[config.mk]
export PLATFORM = sky130hd
export DESIGN_NAME = tt_eval_unit_flat
export DESIGN_NICKNAME = d
export VERILOG_FILES = /design/src/rtl/tt_pkg.sv /design/src/rtl/tt_eval_unit_if.sv /design/src/rtl/tt_store.sv /design/src/rtl/tt_eval_unit.sv /design/src/flat_wrapper.sv
export SDC_FILE = /design/constraint.sdc
export NUM_CORES = 1
export LEC_CHECK = 0
export CORE_UTILIZATION = 52
export CTS_CLUSTER_SIZE = 16
export DETAILED_ROUTE_END_ITERATION = 6
export HOLD_SLACK_MARGIN = 0.15
export PLACE_DENSITY = 0.75
export SETUP_SLACK_MARGIN = 0.4
export SLEW_MARGIN = 5
export SYNTH_ARGS = -nofsm -noshare
export SYNTH_HDL_FRONTEND = slang
export SYNTH_HIERARCHICAL = 1
export SYNTH_SLANG_ARGS = --single-unit
export TNS_END_PERCENT = 30
[constraint.sdc]
create_clock -name clk -period 1.7 [get_ports clk]
set_input_delay 0.17 -clock clk [delete_from_list [all_inputs] [get_ports clk]]
set_output_delay 0.17 -clock clk [all_outputs]
set_load 0.01 [all_outputs]
[src/rtl/tt_pkg.sv]
// Shared types and helpers for the programmable truth-table evaluator.
package tt_pkg;

  typedef enum logic [1:0] {
    IDLE = 2'd0,
    LOAD = 2'd1,
    RUN  = 2'd2
  } tt_state_e;

  function automatic int TT_DEPTH(input int in_w);
    return 2 ** in_w;
  endfunction

  // Even parity: the returned bit makes the XOR over data plus parity zero.
  function automatic logic tt_even_parity(input logic [31:0] d);
    return ^d;
  endfunction

endpackage

[src/rtl/tt_eval_unit_if.sv]
// Config, evaluate and result streams of tt_eval_unit bundled as one interface.
interface tt_eval_unit_if #(
  parameter int IN_W  = 4,
  parameter int OUT_W = 4
);
  logic             cfg_start;
  logic             cfg_valid;
  logic [OUT_W-1:0] cfg_data;
  logic             cfg_ready;
  logic             in_valid;
  logic [IN_W-1:0]  in_x;
  logic             in_ready;
  logic             out_valid;
  logic [OUT_W-1:0] out_y;
  logic             out_ready;
  logic             out_err;
  logic             loaded;

  modport master (
    output cfg_start, cfg_valid, cfg_data, in_valid, in_x, out_ready,
    input  cfg_ready, in_ready, out_valid, out_y, out_err, loaded
  );

  modport slave (
    input  cfg_start, cfg_valid, cfg_data, in_valid, in_x, out_ready,
    output cfg_ready, in_ready, out_valid, out_y, out_err, loaded
  );
endinterface

[src/rtl/tt_store.sv]
// Truth-table storage: simple dual port, synchronous write, combinational read.
module tt_store
  import tt_pkg::*;
#(
  parameter int ADDR_W = 4,
  parameter int DATA_W = 4
) (
  input  logic              clk,
  input  logic              we,
  input  logic [ADDR_W-1:0] waddr,
  input  logic [DATA_W-1:0] wdata,
  input  logic [ADDR_W-1:0] raddr,
  output logic [DATA_W-1:0] rdata
);
  localparam int DEPTH = TT_DEPTH(ADDR_W);

  logic [DATA_W-1:0] mem [DEPTH];

  // NOTE: the array has no reset so it maps onto distributed RAM; contents are
  // meaningless until a full load completes, which the loaded flag tracks.
  always_ff @(posedge clk) begin
    if (we) mem[waddr] <= wdata;
  end

  assign rdata = mem[raddr];

endmodule

[src/rtl/tt_eval_unit.sv]
// Programmable IN_W-in / OUT_W-out truth table: serial load, 1-cycle registered lookup.
// Optional macro TT_PARITY_EN adds a per-entry even-parity bit and drives out_err.
module tt_eval_unit
  import tt_pkg::*;
#(
  parameter int IN_W  = 4,
  parameter int OUT_W = 4
) (
  input logic           clk,
  input logic           rst,
  tt_eval_unit_if.slave bus
);
  localparam int DEPTH = TT_DEPTH(IN_W);
`ifdef TT_PARITY_EN
  localparam int ENTRY_W = OUT_W + 1;
`else
  localparam int ENTRY_W = OUT_W;
`endif

  localparam logic [1:0] S_IDLE = IDLE;
  localparam logic [1:0] S_LOAD = LOAD;
  localparam logic [1:0] S_RUN  = RUN;

  localparam logic [IN_W-1:0] LAST_ADDR = IN_W'(DEPTH - 1);

  logic [1:0]         state;
  logic [IN_W-1:0]    addr;
  logic               loaded_q;
  logic               out_valid_q;
  logic [OUT_W-1:0]   out_y_q;
  logic               out_err_q;
  logic               cfg_fire;
  logic               in_fire;
  logic [ENTRY_W-1:0] wr_entry;
  logic [ENTRY_W-1:0] rd_entry;
  logic               rd_err;

  assign bus.cfg_ready = (state == S_LOAD);
  // A restart in RUN must not let a new input slip in during the start cycle.
  assign bus.in_ready  = (state == S_RUN) && !bus.cfg_start &&
                         (!out_valid_q || bus.out_ready);
  assign bus.out_valid = out_valid_q;
  assign bus.out_y     = out_y_q;
  assign bus.out_err   = out_err_q;
  assign bus.loaded    = loaded_q;

  assign cfg_fire = bus.cfg_valid && (state == S_LOAD) && !bus.cfg_start;
  assign in_fire  = bus.in_valid && bus.in_ready;

`ifdef TT_PARITY_EN
  assign wr_entry = {tt_even_parity(32'(bus.cfg_data)), bus.cfg_data};
  assign rd_err   = tt_even_parity(32'(rd_entry[OUT_W-1:0])) != rd_entry[OUT_W];
`else
  assign wr_entry = bus.cfg_data;
  assign rd_err   = 1'b0;
`endif

  tt_store #(
    .ADDR_W(IN_W),
    .DATA_W(ENTRY_W)
  ) u_store (
    .clk  (clk),
    .we   (cfg_fire),
    .waddr(addr),
    .wdata(wr_entry),
    .raddr(bus.in_x),
    .rdata(rd_entry)
  );

  // NOTE: all state uses non-blocking assignments so every register samples
  // pre-edge values regardless of the order the always_ff blocks evaluate in.
  always_ff @(posedge clk) begin
    if (rst) begin
      state    <= S_IDLE;
      addr     <= '0;
      loaded_q <= 1'b0;
    end else if (bus.cfg_start) begin
      state    <= S_LOAD;
      addr     <= '0;
      loaded_q <= 1'b0;
    end else if (cfg_fire) begin
      addr <= addr + 1'b1;
      if (addr == LAST_ADDR) begin
        state    <= S_RUN;
        loaded_q <= 1'b1;
      end
    end
  end

  // Result register: holds under backpressure, drains even while reloading.
  always_ff @(posedge clk) begin
    if (rst) begin
      out_valid_q <= 1'b0;
      out_y_q     <= '0;
      out_err_q   <= 1'b0;
    end else if (in_fire) begin
      out_valid_q <= 1'b1;
      out_y_q     <= rd_entry[OUT_W-1:0];
      out_err_q   <= rd_err;
    end else if (bus.out_ready) begin
      out_valid_q <= 1'b0;
    end
  end

endmodule

[src/flat_wrapper.sv]
// flat-port wrapper written by rule: the top's interface ports become plain ports
module tt_eval_unit_flat import tt_pkg::*;
#(
  parameter int IN_W  = 4,
  parameter int OUT_W = 4
)
  (clk, rst, bus_cfg_start, bus_cfg_valid, bus_cfg_data, bus_in_valid, bus_in_x, bus_out_ready, bus_cfg_ready, bus_in_ready, bus_out_valid, bus_out_y, bus_out_err, bus_loaded);
  tt_eval_unit_if #(.IN_W(IN_W), .OUT_W(OUT_W)) bus_i ();
  input logic clk;
  input logic rst;
  input wire logic [$bits(bus_i.cfg_start)-1:0] bus_cfg_start;
  input wire logic [$bits(bus_i.cfg_valid)-1:0] bus_cfg_valid;
  input wire logic [$bits(bus_i.cfg_data)-1:0] bus_cfg_data;
  input wire logic [$bits(bus_i.in_valid)-1:0] bus_in_valid;
  input wire logic [$bits(bus_i.in_x)-1:0] bus_in_x;
  input wire logic [$bits(bus_i.out_ready)-1:0] bus_out_ready;
  output wire logic [$bits(bus_i.cfg_ready)-1:0] bus_cfg_ready;
  output wire logic [$bits(bus_i.in_ready)-1:0] bus_in_ready;
  output wire logic [$bits(bus_i.out_valid)-1:0] bus_out_valid;
  output wire logic [$bits(bus_i.out_y)-1:0] bus_out_y;
  output wire logic [$bits(bus_i.out_err)-1:0] bus_out_err;
  output wire logic [$bits(bus_i.loaded)-1:0] bus_loaded;
  assign bus_i.cfg_start = bus_cfg_start;
  assign bus_i.cfg_valid = bus_cfg_valid;
  assign bus_i.cfg_data = bus_cfg_data;
  assign bus_i.in_valid = bus_in_valid;
  assign bus_i.in_x = bus_in_x;
  assign bus_i.out_ready = bus_out_ready;
  assign bus_cfg_ready = bus_i.cfg_ready;
  assign bus_in_ready = bus_i.in_ready;
  assign bus_out_valid = bus_i.out_valid;
  assign bus_out_y = bus_i.out_y;
  assign bus_out_err = bus_i.out_err;
  assign bus_loaded = bus_i.loaded;
  tt_eval_unit #(.IN_W(IN_W), .OUT_W(OUT_W)) u_core (.clk(clk), .rst(rst), .bus(bus_i));
endmodule
Yosys cells after proc, flatten, opt, wreduce, memory -nomap -nowiden:

Memory sizes are Yosys's and may differ from the RTL's. A register that Yosys moved wholly into a read port is not among the register bits.
Index checks and enable logic that the tools add are counted.

* memories kept: 1
* flip-flop bits (word level): 7
* output and inout bits: 9
* logic and storage cells: 30
* RAM bits: 64

Memory list
* u_core.u_store.mem: words 16, bits a word 4, read ports 1, clocked after memory_dff 1, wr ports 1, line tt_store.sv:17 `logic [DATA_W-1:0] mem [DEPTH];`

* eq/ne operators: 3
* reductions and logical operators: 14
* mux-type cells: 7
* $add $sub $neg: 1

Operator list (count)
* $mux W1: 7
* $reduce_bool A2 Y1: 3
* $logic_and A1 B1 Y1: 5
* $add A4 B1 Y4 const B: 1
* $eq A4 B4 Y1 const B: 1
* $reduce_and A2 Y1: 2
* $eq A2 B1 Y1 const B: 1
* $eq A2 B2 Y1 const B: 1
* $logic_not A1 Y1: 2
* $reduce_or A2 Y1: 1
* $logic_or A1 B1 Y1: 1

Longest topological paths before layout:

* word-level depth: 5
* depth in mapped cells: 7
* gate-level depth less buffers: 5

Modules after synthesis:

Netlist, hierarchy kept.

By module, submodules not included
* tt_store: area an instance 2586.2 um2, sequential area each 1921.8 um2, instances 1, cells each 126
* tt_eval_unit: area an instance 524.3 um2, sequential area each 220.2 um2, instances 1, cells each 55

Least setup slack after synthesis:

No wires, ideal clock.

* kind: register -> register
* from: reg u_core/bus.loaded (netlist name)
* to: mem u_core.u_store.mem[0][0], enable pin
* arrival time: 1.542 ns
* cell stages (with the launch flop): 5
* setup slack: -0.204 ns
* buffers on the path: 0
* setup time: 0.361 ns
* path through: dfxtp_1 nand4bb_4 inv_1 or3b_2 nor3_1

RTL lines (line)
* end: declaration: tt_store.sv:17

Worst setup path in the final report:

* from: in bus_cfg_start
* to: mem u_core.u_store.mem[3][2], enable pin

* longest elaborated chain between the ends: 4

RTL lines
* start: declaration: line flat_wrapper.sv:11 `input wire logic [$bits(bus_i.cfg_start)-1:0] bus_cfg_start;`
* $logic_not A1 Y1: line tt_eval_unit.sv:47 `assign cfg_fire = bus.cfg_valid && (state == S_LOAD) && !bus.cfg_start;`
* $logic_and A1 B1 Y1: line tt_eval_unit.sv:47
* via u_core.cfg_fire: line tt_eval_unit.sv:32 `logic cfg_fire;`
* $mux W1: line tt_store.sv:22 `if (we) mem[waddr] <= wdata;`
* $mux W1 (not written as such): line tt_store.sv:22

The timed path passes the listed nets, and every way through them passes these cells.

==> metrics <==
initial core utilization 0.5513; Placed Cells 286; port bufs 21; Post-CTS Hold Fix Bufs 0; Tot GR Track Use 0.2154; Crit Path Category in -> reg; synthesized instance count 181; Row Count 27; diode count 0; Critical Path Max Stage Delay 0.44 ns; Final Hold Fails 0; Final Util 0.6758; WL final 5971 microns; Slew HR 0.6230; Num CTS Buffers 9; mapped cell area 3110 sq um; fin cells 304; worst setup margin 0.1136 ns; CTS tree yes; synthesized net count 196; post-synthesis sequential area ratio 0.6887; Peak VDD IR 0.7606 mV; NumNets Final 242; final worst path period need 1.586 ns; share of cells above drive strength 1 0.2672; status finished clean; PwrDens 967.0 nW/um^2; num ports 23; initial antenna violation count 0; Worst Path Max Fanout 4; setup_tns 0 ns; dpl ws -0.3452 ns; CTS clk-pin slew, worst paths 0.07 ns; largest net degree at the start of global routing 17; Worst Hold Class in -> reg; Finished Cell Area 3812 sq um; Remaining Overflow, GRT 0; die width 79.34 microns; Clock Latency Late Sink 0.34 ns; Fmax 0.6304 GHz; LEAKAGE 0.001278 uW; vias 1756; via-per-instance ratio 5.776; critical path arrival 1.61 ns; Die Y 79.34 microns; Yosys cell types 33; number of setup violations in the final report 0; vias in the first global route 1800; area delta synth->final 22.57%; dpl cell area 3545 sq um; CP max-delay cell clkdlybuf4s50_1; Final HPWL DP 4072 microns; drc violations 0; full die area 6295 sq um; Yosys reg bits 75; cell chain of the critical path clkdlybuf4s50_1 > nand4bb_4 > inv_2 > or3b_4 > nor2_2; H-Tree Depth 3; Worst path top cell family by delay simple AND/OR/NAND/NOR gates; CTS Sinks 75; area of the core 5642 sq um; most frequent cells in the layout edfxtp_1, clkdlybuf4s50_1, buf_4; CP Buf/Inv Count 2; Avg Synthesized Cell Area 17.18 sq um; max-cap viol count 0; RSZ-0062 raised after global routing yes; Required @ worst endpoint 1.72 ns; Syn. warnings 6; Root Buffer Master clkbuf_8; CP Capture Type register; drt wl/cell 19.64 microns; Worst Skew 0.007346 ns; antenna viol nets, final 0; routability cong. 0.7609; most common cell after layout, fill and taps aside edfxtp_1; Least-Margin Pin Slew 0.5637 ns; Slew Viols, Final 0; flop2flop setup slack 0.12 ns; first-pass GRT wire length 9425 microns; 1st-pass router iterations 4; DRT iter0 DRCs 152; Longest Clk Path Bufs 2; startpoint types primary input; Period Utilization, post-route 0.9332
-- Yosys cell counts --
| cell type | instances | area [sq um] |
|---|---|---|
| buf_2 | 2 | 10.01 |
| buf_12 | 1 | 20.02 |
| o211ai_1 | 1 | 7.510 |
| edfxtp_1 | 64 | 1922 |
| conb_1 | 1 | 3.750 |
| xor2_1 | 1 | 8.760 |
| inv_1 | 2 | 7.510 |
| nand4bb_4 | 1 | 27.53 |
| or3_1 | 1 | 6.260 |
| mux4_1 | 14 | 367.9 |
| ha_1 | 1 | 12.51 |
| a21boi_1 | 1 | 7.510 |
| nand2_1 | 6 | 22.52 |
| and3_1 | 1 | 6.260 |
| nand4b_1 | 1 | 8.760 |
| mux2i_1 | 5 | 50.05 |
| nand3b_1 | 3 | 22.52 |
| nor2_1 | 16 | 60.06 |
| mux4_2 | 2 | 45.04 |
| and4_1 | 1 | 8.760 |
| a22oi_1 | 4 | 30.03 |
| clkbuf_1 | 2 | 7.510 |
| nand2b_1 | 11 | 68.82 |
| or3b_2 | 1 | 8.760 |
| nor2b_1 | 3 | 18.77 |
| dfxtp_1 | 11 | 220.2 |
| o21a_1 | 1 | 7.510 |
| nor3_1 | 7 | 35.03 |
| nand3_1 | 12 | 60.06 |
| o21ai_0 | 1 | 5.000 |
| a21oi_1 | 1 | 5.000 |
| buf_4 | 1 | 7.510 |
| buf_6 | 1 | 11.26 |
-- routing by layer --
layer / vias up / track usage / share of wire
met4: 0 / 0.08182 / 0.0082
met2: 38 / 0.3319 / 0.51
met5: - / 0 / 0
li1: 803 / - / -
met1: 909 / 0.2854 / 0.44
met3: 6 / 0.07126 / 0.044
-- cell families (layout without fill, tap and decap cells) --
group,Yosys count,count (layout),synth area share
buf+inv,9,60,0.02052
flops,75,75,0.6887
mux,21,21,0.1488
compound gates,9,9,0.02011
fa+ha+maj,1,1,0.004022
other cells,1,1,0.001206
xor+xnor,1,1,0.002816
simple gates,64,64,0.1138
-- what timing repair did --
item,in CTS,in global routing
gates cloned,1,0
pin swaps,7,1
setup buffers,1,0
resized for setup,19,3
endpoints found under the setup margin,76,79
-- report_power, final --
part | internal (uW) | switching [uW] | leakage [uW]
sequential | 2000 | 5.82 | 0.000665
clock | 835 | 642 | 0.000106
combinational | 109 | 98.5 | 0.000507
-- layout make-up --
type,count,area (sq um)
clock buffers,9,123.9
repair buffers,42,412.9
multi-input cells,97,932.1
flip-flops and latches,75,2145
inverters,2,7.507
fillers,382,1829
clock inverters,7,101.3
well taps,72,90.09
-- worst paths after layout --
check | startpoint | to | cells past startpoint
setup / recovery | bus_cfg_start | u_core/u_store/mem[3][2] | 5
hold / removal | bus_in_valid | u_core/bus.out_valid | 3
setup reg to reg | u_core/bus.loaded | u_core/u_store/mem[3][2] | 4
hold reg to reg | u_core/bus.out_y[3] | u_core/bus.out_y[3] | 2
-- through the flow --
step / hold slack [ns] / total power (uW)
2_1_floorplan: 0.2493 / 2144
3_3_place_gp: 0.4672 / 2227
3_5_place_dp: 0.4835 / 2234
4_1_cts: 0.4449 / 3712
5_1_grt: 0.4764 / 3807
6_report: 0.4647 / 3687
-- registers in the layout, indices dropped and copies added, names as in the netlist --
signal / flops
u_core/addr: 4
u_core/bus.loaded: 1
u_core/bus.out_valid: 1
u_core/bus.out_y: 4
u_core/state: 1
u_core/u_store/mem: 64
-- worst register-to-register path, delay by kind of cell (launching register included) --
family / cells / cell delay (ns)
AND/OR/NAND/NOR: 3 / 0.86
buffers and inverters: 1 / 0.08
flip-flops: 1 / 0.32
Power figures use the tool's default switching activity.
